**config.mk**
```make
export PLATFORM = sky130hd
export DESIGN_NAME = apb_slave_mem
export DESIGN_NICKNAME = d
export VERILOG_FILES = /design/src/rtl/apb_slave_mem.sv
export SDC_FILE = /design/constraint.sdc
export NUM_CORES = 1
export LEC_CHECK = 0
export ABC_AREA = 1
export CAP_MARGIN = 20
export CORE_MARGIN = 3
export CORE_UTILIZATION = 35
export CTS_CLUSTER_DIAMETER = 40
export DETAILED_ROUTE_END_ITERATION = 12
export SLEW_MARGIN = 5
export SYNTH_ARGS = -nofsm -noshare
export SYNTH_HDL_FRONTEND = slang
export SYNTH_SLANG_ARGS = --single-unit
```
**constraint.sdc**
```tcl
create_clock -name clk -period 2.2 [get_ports clk]
set_input_delay 0.44 -clock clk [delete_from_list [all_inputs] [get_ports clk]]
set_output_delay 0.44 -clock clk [all_outputs]
set_load 0.02 [all_outputs]
```
**src/rtl/apb_slave_mem.sv**
```systemverilog
// APB completer serving a word-addressed register memory with a fixed number of
// wait states; misaligned or out-of-range accesses complete with pslver set.
module apb_slave_mem #(
    parameter int unsigned DEPTH       = 16,
    parameter int unsigned WAIT_CYCLES = 1
) (
    input  logic        clk,
    input  logic        rst,
    input  logic [31:0] paddr,
    input  logic        pselx,
    input  logic        penable,
    input  logic        pwrite,
    input  logic [31:0] pwdata,
    output logic        pready,
    output logic [31:0] prdata,
    output logic        pslver
);

    localparam int unsigned AW = (DEPTH > 1) ? $clog2(DEPTH) : 1;

    typedef enum logic [1:0] {S_IDLE, S_WAIT, S_DONE} state_t;

    state_t        state_q, state_d;
    logic [3:0]    cnt_q, cnt_d;
    logic [AW-1:0] idx_q, idx_d;
    logic          write_q, write_d;
    logic          err_q, err_d;
    logic          pready_d, pslver_d;
    logic [31:0]   prdata_d;
    logic          load_rsp;
    logic          mem_we;
    logic [31:0]   mem [DEPTH];

    logic [AW-1:0] setup_idx;
    logic          setup_err;

    // Upper address bits must be zero: no aliasing onto the decoded words.
    assign setup_idx = paddr[AW+1:2];
    assign setup_err = (paddr[1:0] != 2'b00) || (paddr[31:AW+2] != '0);

    always_comb begin
        state_d  = state_q;
        cnt_d    = cnt_q;
        idx_d    = idx_q;
        write_d  = write_q;
        err_d    = err_q;
        pready_d = pready;
        pslver_d = pslver;
        prdata_d = prdata;
        load_rsp = 1'b0;
        mem_we   = 1'b0;

        case (state_q)
            S_IDLE: begin
                if (pselx && !penable) begin
                    idx_d   = setup_idx;
                    write_d = pwrite;
                    err_d   = setup_err;
                    if (WAIT_CYCLES == 0) begin
                        state_d  = S_DONE;
                        load_rsp = 1'b1;
                    end else begin
                        state_d = S_WAIT;
                        cnt_d   = 4'(WAIT_CYCLES);
                    end
                end
            end
            S_WAIT: begin
                if (!pselx) begin
                    state_d  = S_IDLE;
                    cnt_d    = '0;
                    pready_d = 1'b0;
                    pslver_d = 1'b0;
                end else if (penable) begin
                    cnt_d = cnt_q - 4'd1;
                    if (cnt_q == 4'd1) begin
                        state_d  = S_DONE;
                        load_rsp = 1'b1;
                    end
                end
            end
            S_DONE: begin
                if (!pselx) begin
                    state_d  = S_IDLE;
                    pready_d = 1'b0;
                    pslver_d = 1'b0;
                end else if (penable) begin
                    state_d  = S_IDLE;
                    pready_d = 1'b0;
                    pslver_d = 1'b0;
                    mem_we   = write_q && !err_q;
                end
            end
            default: state_d = S_IDLE;
        endcase

        // Response uses the just-latched request when completing straight from SETUP.
        if (load_rsp) begin
            pready_d = 1'b1;
            pslver_d = err_d;
            prdata_d = (write_d || err_d) ? '0 : mem[idx_d];
        end
    end

    always_ff @(posedge clk or negedge rst) begin
        if (!rst) begin
            state_q <= S_IDLE;
            cnt_q   <= '0;
            idx_q   <= '0;
            write_q <= 1'b0;
            err_q   <= 1'b0;
            pready  <= 1'b0;
            pslver  <= 1'b0;
            prdata  <= '0;
        end else begin
            state_q <= state_d;
            cnt_q   <= cnt_d;
            idx_q   <= idx_d;
            write_q <= write_d;
            err_q   <= err_d;
            pready  <= pready_d;
            pslver  <= pslver_d;
            prdata  <= prdata_d;
        end
    end

    always_ff @(posedge clk or negedge rst) begin
        if (!rst) begin
            for (int unsigned i = 0; i < DEPTH; i++) begin
                mem[AW'(i)] <= '0;
            end
        end else if (mem_we) begin
            mem[idx_q] <= pwdata;
        end
    end

endmodule

```
==> impl_results.md <==
* Outcome: finished clean
* # rows at 98
* Leak pwr at 14.5 nW
* DRC at 0
* Cell variety after synth at 34
* FMAX at around 470 MHz
* Worst r2r dst: prdata[6]
* #FFs+latches synth at ~560
* DRT iter0 DRCs at 2179
* H-tree depth at 3
* Post-CTS Setup Bufs at 0
* Commonest non-fill, non-tap cell in the layout: nand2_1
* RR Startpoint: state_q[1]
* Least-Margin Pin Slew at 586 ps
* CP max FO at 2
* Share of cells above drive strength 1 at 0.140
* Commonest cells after routing, fill and taps aside: nand2_1, dfrtp_1, nand3_1
* Worst-Skew Late Latency at 630 ps
* HPWL after detailed placement at just over 50000 µm
* Core Region at 0.0719 mm²
* Delay-heaviest family, CP: buffers and inverters
* Die Footprint at 0.0761 mm²
* Die Y at 276 µm
* CP Class: reg2out
* Crit. Startpoint: prdata[9]
* Port Buf Inserts at 102
* R2R cell count at 11
* CP Capture Type: output port
* Leading area contributor after synthesis: dfrtp_1
* Main area contributors after synthesis: dfrtp_1, nand2_1, nand3_1
* Final RePlAce weighted congestion at ~0.82
* Tcrit/Tclk final at 0.977
* Area growth, synth to finish at 25.9%
* WL per Instance at 19.6 µm
* Hold slack at between 300 and 400 ps
* Max cap viols at 0
* Vias post-DR at 22000
* I/O Pins at 103
* Critical path depth at 1
* Fin crit period at between 2000 and 2500 ps
* Yosys Warn Count at 0
* Max-slew violation count at 0
* RSZ-0062 raised after global routing: true
* Cell Area, Synth at roughly 0.025 mm²
* Starting Density at 0.355
* Post-synthesis cell count at ~3100
* Final net count at 3244
* Die Wd at between 200 and 300 µm
* Worst R2R Setup Slack at 120 ps
* Number of global-route vias before repair at 21200
* Post-synthesis sequential area ratio at 0.548
* Power per cell area at 982 mW/mm²
* Worst Path Required at around 1800 ps
* Critical Path AT at 1710 ps
* Root buf cell: clkbuf_16
* Num Clock Sinks at between 500 and 600
* Hold Fails Final Rpt at 0
* Slew headroom at 0.609
* CP startpoint kind: flip-flop
* Antenna violations before repair at 1
* Total Routing Usage GR at 0.219
* DRT antenna net count at 0
* Ant diodes at 0
* Top cell type's share of synthesized area at 0.548
* Clk_skew at 24.1 ps
* WP buf/inv at 1
* Crit-path cells: clkdlybuf4s50_1
* Crit-path slowest cell: clkdlybuf4s50_1
* Synthesized Nets at ~3100
* DP Worst Slack at -470 ps
* Synth Area per Inst at around 8.4 µm²
* HP Class: in2async
* Pin count of the biggest net entering global routing at 73
* Clock slew at reported path FFs at 60 ps
* Worst setup margin at 51.1 ps
* Setup Viol. Count Final at 0
* Initial DRT Pass Iterations at 6
* CTS tree: done
* Peak supply drop at 0.000805 V
* Grt total ovfl at 0
* CP endpoint: prdata[9]
* Crit-path max cell delay at roughly 640 ps
* First-pass GRT wire length at around 130000 µm
* Via density at 5.25
* DRT Wirelength at 81900 µm
* CTS Buf Count at 84
* CTS Buffer Depth at 3
==> area by class of cell <==
type                       count  area [µm²]
multi-input combinational   2180       10200
inverter                      72         273
tap                          950        1190
timing repair buffer         277        3460
clock inverter                58         820
clock buffer                  95        2220
fill                        7049       39800
sequential                   558       14000
==> power breakdown <==
| group | total (mW) | internal (mW) | switching [mW] |
|---|---|---|---|
| sequential | 10.5 | 10.4 | 0.0946 |
| clock | 14.4 | 9.17 | 5.26 |
| combinational | 6.60 | 2.44 | 4.16 |
| total | 31.5 | 22.0 | 9.52 |
==> layer usage <==
metal	share of wire	routed length, µm	track usage	vias to the layer above
met5	0	0	0	-
met4	0.025	2070	0.0617	0
met3	0.068	5580	0.0352	133
met2	0.45	36900	0.345	715
met1	0.46	37400	0.313	10800
li1	-	-	-	10300
==> synthesized netlist by cell type <==
master,count
nand2_1,1058
dfrtp_1,558
nand3_1,521
o21ai_0,412
clkbuf_1,115
buf_2,87
inv_1,67
o21ai_2,65
o21ai_1,42
nand2_2,23
buf_4,21
buf_6,14
nor2_1,14
nand2_4,8
nor2_2,5
nor3_1,5
inv_2,4
nor3_4,4
or2_2,4
nand4_2,3
nor4_1,3
a21oi_1,2
buf_1,2
clkbuf_2,2
ha_1,2
nand3_4,2
a211oi_1,1
a22o_1,1
clkinv_1,1
nand3_2,1
nand4_1,1
nor2_8,1
o22ai_1,1
o31ai_1,1
==> sequential cells by signal, summed over array words and instances, names as in the netlist <==
register  cells
state_q       2
prdata       32
pready        1
write_q       1
err_q         1
idx_q         4
cnt_q         4
mem         512
pslver        1
==> cells by family (layout without fill, tap and decap cells) <==
kind of cell             after synthesis  in the layout  share of synthesized area
AND/OR/NAND/NOR                     1653           1653                      0.280
flip-flops                           558            558                      0.548
AO/OA/AOI/OAI                        525            525                      0.113
buffers and inverters                313            502                     0.0577
adder cells (fa/ha/maj)                2              2                   0.000982
==> worst min-delay path by stage <==
stage | slack (ps) | depth (start not counted) | end | start
after detailed placement | 390 | 1 | prdata[5] | rst
final | 350 | 2 | prdata[5] | rst
after CTS | 350 | 2 | mem[234] | rst
after global routing | 380 | 2 | prdata[5] | rst
after floorplan | 140 | 0 | cnt_q[0] | rst
after global placement | 400 | 1 | mem[293] | rst
==> through the flow <==
step,instances,total power [mW],TNS (ps),cell area [µm²],utilization
after floorplan,3051,14.2,0,25500,-
after global placement,4036,17.2,-137560,29000,0.404
after detailed placement,4036,17.2,-145350,29000,0.404
after CTS,4190,31.7,0,32100,0.446
after global routing,4190,32.7,-126,32100,0.447
final,4190,31.5,0,32100,0.447
==> repair_timing <==
| action | in CTS | in global routing |
|---|---|---|
| hold endpoints to repair | 36 | 0 |
| endpoints found under the setup margin | 10 | 14 |
| hold buffers | 1 | 0 |
| resized for setup | 10 | 7 |
No activity file was read; power rests on OpenSTA's default activity.
